`src/rtl/addsub_seq64_if.sv`:
```
// Start/done handshake and result bus of the sequential 64-bit adder/subtractor.
interface addsub_seq64_if #(
  parameter int unsigned WIDTH = 64
);
  logic             start;
  logic             sub;
  logic [WIDTH-1:0] a;
  logic [WIDTH-1:0] b;
  logic             busy;
  logic             done;
  logic [WIDTH-1:0] sum;
  logic             cout;
  logic             ovf;

  modport master (
    output start, sub, a, b,
    input  busy, done, sum, cout, ovf
  );

  modport slave (
    input  start, sub, a, b,
    output busy, done, sum, cout, ovf
  );
endinterface

```
`src/rtl/addsub_seq64.sv`:
```
// Multi-cycle WIDTH-bit add/sub built from one SLICE-bit ripple slice, LSB slice first.
// Operands shift right through the slice; partial sums shift in from the top.
module addsub_seq64 #(
  parameter int unsigned WIDTH = 64,
  parameter int unsigned SLICE = 8
) (
  input  logic           clk,
  input  logic           rst,
  addsub_seq64_if.slave  bus
);

  localparam int unsigned NSLICE = WIDTH / SLICE;
  localparam int unsigned IDXW   = (NSLICE > 1) ? $clog2(NSLICE) : 1;

  typedef enum logic [1:0] {IDLE, RUN, DONE} state_t;

  state_t            state;
  state_t            state_nxt;
  logic              load;
  logic              step;
  logic              commit;
  logic              last;

  logic [WIDTH-1:0]  op_a;
  logic [WIDTH-1:0]  op_b;
  logic [WIDTH-1:0]  acc;
  logic [WIDTH-1:0]  acc_nxt;
  logic              carry;
  logic [IDXW-1:0]   idx;

  logic [WIDTH-1:0]  sum_q;
  logic              cout_q;
  logic              ovf_q;
  logic              busy_q;
  logic              done_q;

  logic [SLICE-1:0]  a_sl;
  logic [SLICE-1:0]  b_sl;
  logic [SLICE-1:0]  s_sl;
  logic [SLICE:0]    slice_res;
  logic              c_msb;

  // Shared ripple slice on the low bits of the shifting operand registers
  assign a_sl      = op_a[SLICE-1:0];
  assign b_sl      = op_b[SLICE-1:0];
  assign slice_res = {1'b0, a_sl} + {1'b0, b_sl} + (SLICE+1)'(carry);
  assign s_sl      = slice_res[SLICE-1:0];
  // Carry into the slice MSB, recovered from the sum bit
  assign c_msb     = a_sl[SLICE-1] ^ b_sl[SLICE-1] ^ s_sl[SLICE-1];
  assign acc_nxt   = (acc >> SLICE) | (WIDTH'(s_sl) << (WIDTH - SLICE));
  assign last      = (idx == IDXW'(NSLICE - 1));

  always_ff @(posedge clk) begin
    if (rst) state <= IDLE;
    else     state <= state_nxt;
  end

  always_comb begin
    state_nxt = state;
    load      = 1'b0;
    step      = 1'b0;
    commit    = 1'b0;
    case (state)
      IDLE: begin
        if (bus.start) begin
          load      = 1'b1;
          state_nxt = RUN;
        end
      end
      RUN: begin
        step = 1'b1;
        if (last) begin
          commit    = 1'b1;
          state_nxt = DONE;
        end
      end
      DONE: begin
        if (bus.start) begin
          load      = 1'b1;
          state_nxt = RUN;
        end else begin
          state_nxt = IDLE;
        end
      end
      default: state_nxt = IDLE;
    endcase
  end

  always_ff @(posedge clk) begin
    if (rst) begin
      op_a   <= '0;
      op_b   <= '0;
      acc    <= '0;
      carry  <= 1'b0;
      idx    <= '0;
      sum_q  <= '0;
      cout_q <= 1'b0;
      ovf_q  <= 1'b0;
      busy_q <= 1'b0;
      done_q <= 1'b0;
    end else begin
      busy_q <= (state_nxt == RUN);
      done_q <= (state_nxt == DONE);
      if (load) begin
        op_a  <= bus.a;
        op_b  <= bus.b ^ {WIDTH{bus.sub}};
        carry <= bus.sub;
        idx   <= '0;
      end else if (step) begin
        op_a  <= op_a >> SLICE;
        op_b  <= op_b >> SLICE;
        acc   <= acc_nxt;
        carry <= slice_res[SLICE];
        idx   <= idx + IDXW'(1);
      end
      if (commit) begin
        sum_q  <= acc_nxt;
        cout_q <= slice_res[SLICE];
        ovf_q  <= slice_res[SLICE] ^ c_msb;
      end
    end
  end

  assign bus.busy = busy_q;
  assign bus.done = done_q;
  assign bus.sum  = sum_q;
  assign bus.cout = cout_q;
  assign bus.ovf  = ovf_q;

endmodule

```
`src/flat_wrapper.sv`:
```
// flat-port wrapper written by rule: the top's interface ports become plain ports
module addsub_seq64_flat 
#(
  parameter int unsigned WIDTH = 64,
  parameter int unsigned SLICE = 8
)
  (clk, rst, bus_start, bus_sub, bus_a, bus_b, bus_busy, bus_done, bus_sum, bus_cout, bus_ovf);
  addsub_seq64_if #(.WIDTH(WIDTH)) bus_i ();
  input  logic clk;
  input  logic rst;
  input wire logic [$bits(bus_i.start)-1:0] bus_start;
  input wire logic [$bits(bus_i.sub)-1:0] bus_sub;
  input wire logic [$bits(bus_i.a)-1:0] bus_a;
  input wire logic [$bits(bus_i.b)-1:0] bus_b;
  output wire logic [$bits(bus_i.busy)-1:0] bus_busy;
  output wire logic [$bits(bus_i.done)-1:0] bus_done;
  output wire logic [$bits(bus_i.sum)-1:0] bus_sum;
  output wire logic [$bits(bus_i.cout)-1:0] bus_cout;
  output wire logic [$bits(bus_i.ovf)-1:0] bus_ovf;
  assign bus_i.start = bus_start;
  assign bus_i.sub = bus_sub;
  assign bus_i.a = bus_a;
  assign bus_i.b = bus_b;
  assign bus_busy = bus_i.busy;
  assign bus_done = bus_i.done;
  assign bus_sum = bus_i.sum;
  assign bus_cout = bus_i.cout;
  assign bus_ovf = bus_i.ovf;
  addsub_seq64 #(.WIDTH(WIDTH), .SLICE(SLICE)) u_core (.clk(clk), .rst(rst), .bus(bus_i));
endmodule
```
`config.mk`:
```
export PLATFORM = sky130hd
export DESIGN_NAME = addsub_seq64_flat
export DESIGN_NICKNAME = d
export VERILOG_FILES = /design/src/rtl/addsub_seq64_if.sv /design/src/rtl/addsub_seq64.sv /design/src/flat_wrapper.sv
export SDC_FILE = /design/constraint.sdc
export NUM_CORES = 1
export LEC_CHECK = 0
export ABC_AREA = 1
export BUFFER_PORTS_ARGS = -buffer_cell sky130_fd_sc_hd__buf_2
export CAP_MARGIN = 5
export CORE_MARGIN = 2
export CORE_UTILIZATION = 43
export CTS_BUF_LIST = sky130_fd_sc_hd__clkbuf_8
export CTS_CLUSTER_DIAMETER = 40
export DETAILED_ROUTE_END_ITERATION = 8
export GPL_ROUTABILITY_DRIVEN = 0
export PLACE_DENSITY = 0.76
export SLEW_MARGIN = 10
export SYNTH_ARGS = -nofsm -noshare
export SYNTH_HDL_FRONTEND = slang
export SYNTH_SLANG_ARGS = --single-unit
```
`constraint.sdc`:
```
create_clock -name clk -period 3.1 [get_ports clk]
set_input_delay 0.62 -clock clk [delete_from_list [all_inputs] [get_ports clk]]
set_output_delay 0.62 -clock clk [all_outputs]
set_load 0.1 [all_outputs]
```
==> results_tabular.tex <==
\begin{tabular}{lr}
\hline
Metric & Value \\
\hline
\multicolumn{2}{l}{\textbf{STA}} \\
\quad Crit path time final & $\sim$2.2 ns \\
\quad Setup TNS after final layout & 0 ns \\
\quad Slew headroom & about 30\% \\
\quad Final period utilization & a little over two thirds \\
\quad Endpoints failing hold & 0 \\
\quad Final max-slew violation count & 0 \\
\quad Slew @ Worst Pin & 1.05 ns \\
\quad Maximum achievable frequency & 459 MHz \\
\quad Unrepaired setup endpoints after global routing & no \\
\quad Finish-stage setup viols & 0 \\
\quad Post-Route Skew & 0.0209 ns \\
\multicolumn{2}{l}{\textbf{Power}} \\
\quad Power per cell area & around 600 nW/um\^{}2 \\
\quad Maximum vdd ir drop & about 0.36 mV \\
\quad Int Power & 5.54 mW \\
\quad Leakage dissipation & 5.36 nW \\
\quad Overall Power & between 7 and 8 mW \\
\quad Clock share of power & 41.2\% \\
\quad Net load switching power & approximately 2.0 mW \\
\quad Gate power share & 10.5\% \\
\quad Switching Share & approximately a quarter \\
\quad Sequential Power Share & $\sim$48\% \\
\multicolumn{2}{l}{\textbf{Setup path}} \\
\quad Highest net fanout along the worst path & between 40 and 50 \\
\quad Crit path cell chain & ha\_1 -> ha\_1 -> nand2\_4 -> inv\_2 -> o21ai\_0 -> o21bai\_1 -> inv\_1 \\
\quad Launching element type of the critical path & flip-flop \\
\quad Worst path top cell family by delay & buffers and inverters \\
\quad Worst Path Buf+Inv & 2 \\
\quad Arrival time at the worst endpoint & roughly 2.6 ns \\
\quad Critical path type & reg -> reg \\
\quad Slowest Stage Delay on Critical Path & between 0.4 and 0.5 ns \\
\quad Cell mode on critical path & ha\_1 \\
\quad Critical Path Sink Type & flip-flop \\
\quad Master of the slowest instance on the critical path & nand2\_4 \\
\quad Critical path required time & roughly 3.5 ns \\
\multicolumn{2}{l}{\textbf{Finish}} \\
\quad Fillers & between 2000 and 2500 \\
\quad Multi-input logic area & 4580 um\^{}2 \\
\quad Net count of the finished layout & 1651 \\
\quad Layout area overhead & 18.7\% \\
\quad Storage element area & between 5000 and 6000 um\^{}2 \\
\quad Share of layout cells above drive strength 1 & about a fifth \\
\multicolumn{2}{l}{\textbf{Clock network}} \\
\quad CTS tree & built \\
\quad Root buffer cell & clkbuf\_8 \\
\quad Count of instances resized after the clock tree is built & 0 \\
\quad Number of buffers added to fix hold violations after cts & 0 \\
\quad Number of buffers inserted by post-CTS setup repair & 0 \\
\quad Clock input transition at the sequential cells of the worst setup and hold paths & 0.06 ns \\
\quad H-tree depth & 2 \\
\quad Worst-Skew Late Latency & roughly 0.55 ns \\
\quad Maximum buffer depth of the clock tree & 3 \\
\quad Sinks on Clock Net & about 260 \\
\quad TritonCTS buffer count & between 40 and 50 \\
\multicolumn{2}{l}{\textbf{Synth}} \\
\quad Post-synthesis instance total & $\sim$1300 \\
\quad Flip-flop and latch count after synthesis & 258 \\
\quad Avg Synthesized Cell Area & between 7 and 8 um\^{}2 \\
\quad Yosys warning total & 0 \\
\quad Post-synth design cell area & around 10000 um\^{}2 \\
\quad Synthesized Nets & 1492 \\
\quad Sequential fraction of the synthesis area & a little under 50\% \\
\quad Count of unique library cells instantiated by Yosys & 30 \\
\multicolumn{2}{l}{\textbf{Floorplanning}} \\
\quad Die area & about 26000 um\^{}2 \\
\quad Core ar. & $\sim$24000 um\^{}2 \\
\quad DIE WIDTH & approximately 160 um \\
\quad Overall die height & $\sim$160 um \\
\quad Starting Density & between 40 and 50\% \\
\quad Std cell rows & 57 \\
\quad Top-level I/O count & 200 \\
\multicolumn{2}{l}{\textbf{Global routing}} \\
\quad Met2 layer usage reported by global route & 30.7\% \\
\quad Overall Global Routing Usage & 19.9\% \\
\quad Number of antenna violations at the first check in global routing & 8 \\
\quad Remaining global-route overflow & 0 \\
\quad Number of global-route vias before repair & between 8000 and 9000 \\
\quad Met3 capacity usage during global routing & 5.87\% \\
\quad Met1 GRT Util & 26.8\% \\
\quad Maximum number of pins on one net before global-route repair & $\sim$100 \\
\quad Most Used Layer, Global Route & met2 \\
\quad Wire length of the first global-routing pass & 42500 um \\
\multicolumn{2}{l}{\textbf{Drt}} \\
\quad Number of optimization iterations in the first detailed-route pass & 6 \\
\quad Per-cell routed wire length & between 10 and 15 um \\
\quad DRC viols & 0 \\
\quad Iteration-0 DRC count of the detailed router & roughly 760 \\
\quad Number of routed nets with antenna violations & 0 \\
\quad Vias after detailed routing & 9380 \\
\quad Drt via density & $\sim$5 \\
\quad Final wirelength & approximately 26000 um \\
\multicolumn{2}{l}{\textbf{Place}} \\
\quad Final HPWL from detailed placement & approximately 17000 um \\
\quad Port Buf Inserts & between 150 and 200 \\
\multicolumn{2}{l}{\textbf{Worst hold path}} \\
\quad Min-delay worst type & in -> reg \\
\multicolumn{2}{l}{\textbf{Job}} \\
\quad Max\_cap viols & 0 \\
\multicolumn{2}{l}{\textbf{Run status}} \\
\quad Outcome & finished, final reports clean \\
\hline
\end{tabular}
## worst paths after layout
kind	from	to	slack (ns)	cells after the start
worst max-delay path	u_core.idx[0]	u_core.bus.sum[59]	0.92	7
worst min-delay path	bus_a[63]	u_core.op_a[63]	0.33	3
worst max register to register	u_core.idx[0]	u_core.bus.sum[59]	0.92	7
worst min register to register	u_core.acc[14]	u_core.bus.sum[6]	0.45	2
## cells in the mapped netlist (all sizes together)
| cell type | n | area share, % |
|---|---|---|
| clkbuf | 40 | 1.4 |
| xor2 | 57 | 4.8 |
| dfxtp | 258 | 49 |
| a21oi | 87 | 4.1 |
| o21bai | 2 | 0.14 |
| a31oi | 112 | 6.7 |
| xnor2 | 2 | 0.17 |
| fa | 2 | 0.38 |
| nand3 | 44 | 2.1 |
| nor2 | 64 | 2.6 |
| buf | 60 | 3.6 |
| o21a | 5 | 0.36 |
| ha | 9 | 1.1 |
| a211oi | 3 | 0.31 |
| o21ai | 108 | 5.2 |
| or2 | 1 | 0.060 |
| inv | 58 | 2.1 |
| a21o | 1 | 0.072 |
| nand2 | 436 | 16 |
## worst reg2reg max path, cell delays in order, from the launching register on
cell and delay, ns:
dfxtp_1 0.32, ha_1 0.20, ha_1 0.23, nand2_4 0.42, inv_2 0.42, o21ai_0 0.27, o21bai_1 0.14, inv_1 0.06
## through the flow
step	setup slack [ns]	area [um^2]	util, %	cells	hold slack, ns
finish	0.920	12500	51.7	1868	0.335
global route	0.697	12400	51.6	1865	0.313
CTS	0.903	12400	51.6	1864	0.311
detailed placement	0.646	11500	47.9	1785	0.448
global placement	0.759	11500	47.9	1785	0.444
floorplan	1.25	10500	-	1349	0.436
## layout by cell type (no fill, tap or decap), types with 2 or more instances in the layout
cell type | Yosys | routed
xor2_1 | 57 | 57
bufinv_16 | 0 | 3
inv_4 | 1 | 3
nor2_8 | 2 | 2
o21bai_1 | 2 | 2
inv_6 | 0 | 2
buf_4 | 3 | 10
clkbuf_8 | 0 | 50
o21ai_0 | 88 | 88
o21ai_1 | 20 | 20
a21oi_1 | 87 | 87
a31oi_1 | 112 | 112
diode_2 | 0 | 4
clkinvlp_4 | 0 | 2
a211oi_2 | 2 | 2
buf_12 | 0 | 5
ha_1 | 9 | 9
nand3_1 | 44 | 44
xnor2_1 | 2 | 2
fa_1 | 2 | 2
inv_1 | 51 | 68
inv_2 | 6 | 4
nand2_1 | 435 | 435
o21a_1 | 5 | 5
dfxtp_1 | 258 | 258
clkinv_2 | 0 | 4
buf_2 | 41 | 197
nor2_1 | 62 | 62
## metal layers
metal	vias to the layer above	wire length (um)
met5	-	48
met4	8	595
met3	49	1950
met2	311	11600
met1	4248	11600
li1	4764	-
## registers in the layout, indices dropped and copies added, names as in the netlist, 2 cells and up
signal	flops
u_core.state	2
u_core.op_b	64
u_core.op_a	64
u_core.acc	56
u_core.bus.sum	64
u_core.idx	3
## cells by family after synthesis
kind of cell               Yosys count  synth area share [%]
AOI/OAI and AO/OA                  318                  16.9
and+or+nand+nor                    545                  20.4
buffers and inverters              158                  7.11
adders and majority gates           11                  1.45
DFF                                258                  49.2
xor gates and xnor gates            59                  4.92
## layout make-up
class                      count  share of cell area [%]
clock inverter                29                    1.73
inverter                      58                    1.81
tap                          324                    3.26
sequential                   258                    41.5
multi-input combinational    933                    36.8
antenna                        4                  0.0804
clock buffer                  50                    5.53
timing repair buffer         212                    9.32
## power by group through the flow
stage | clock, mW | combinational, mW | sequential, mW
6_report | 3.08 | 0.790 | 3.62
5_1_grt | 3.32 | 0.899 | 3.64
4_1_cts | 3.15 | 0.795 | 3.62
3_5_place_dp | 0 | 0.791 | 3.69
3_3_place_gp | 0 | 0.771 | 3.68
2_1_floorplan | 0 | 0.582 | 3.66
(Power assumes the default switching activity.)
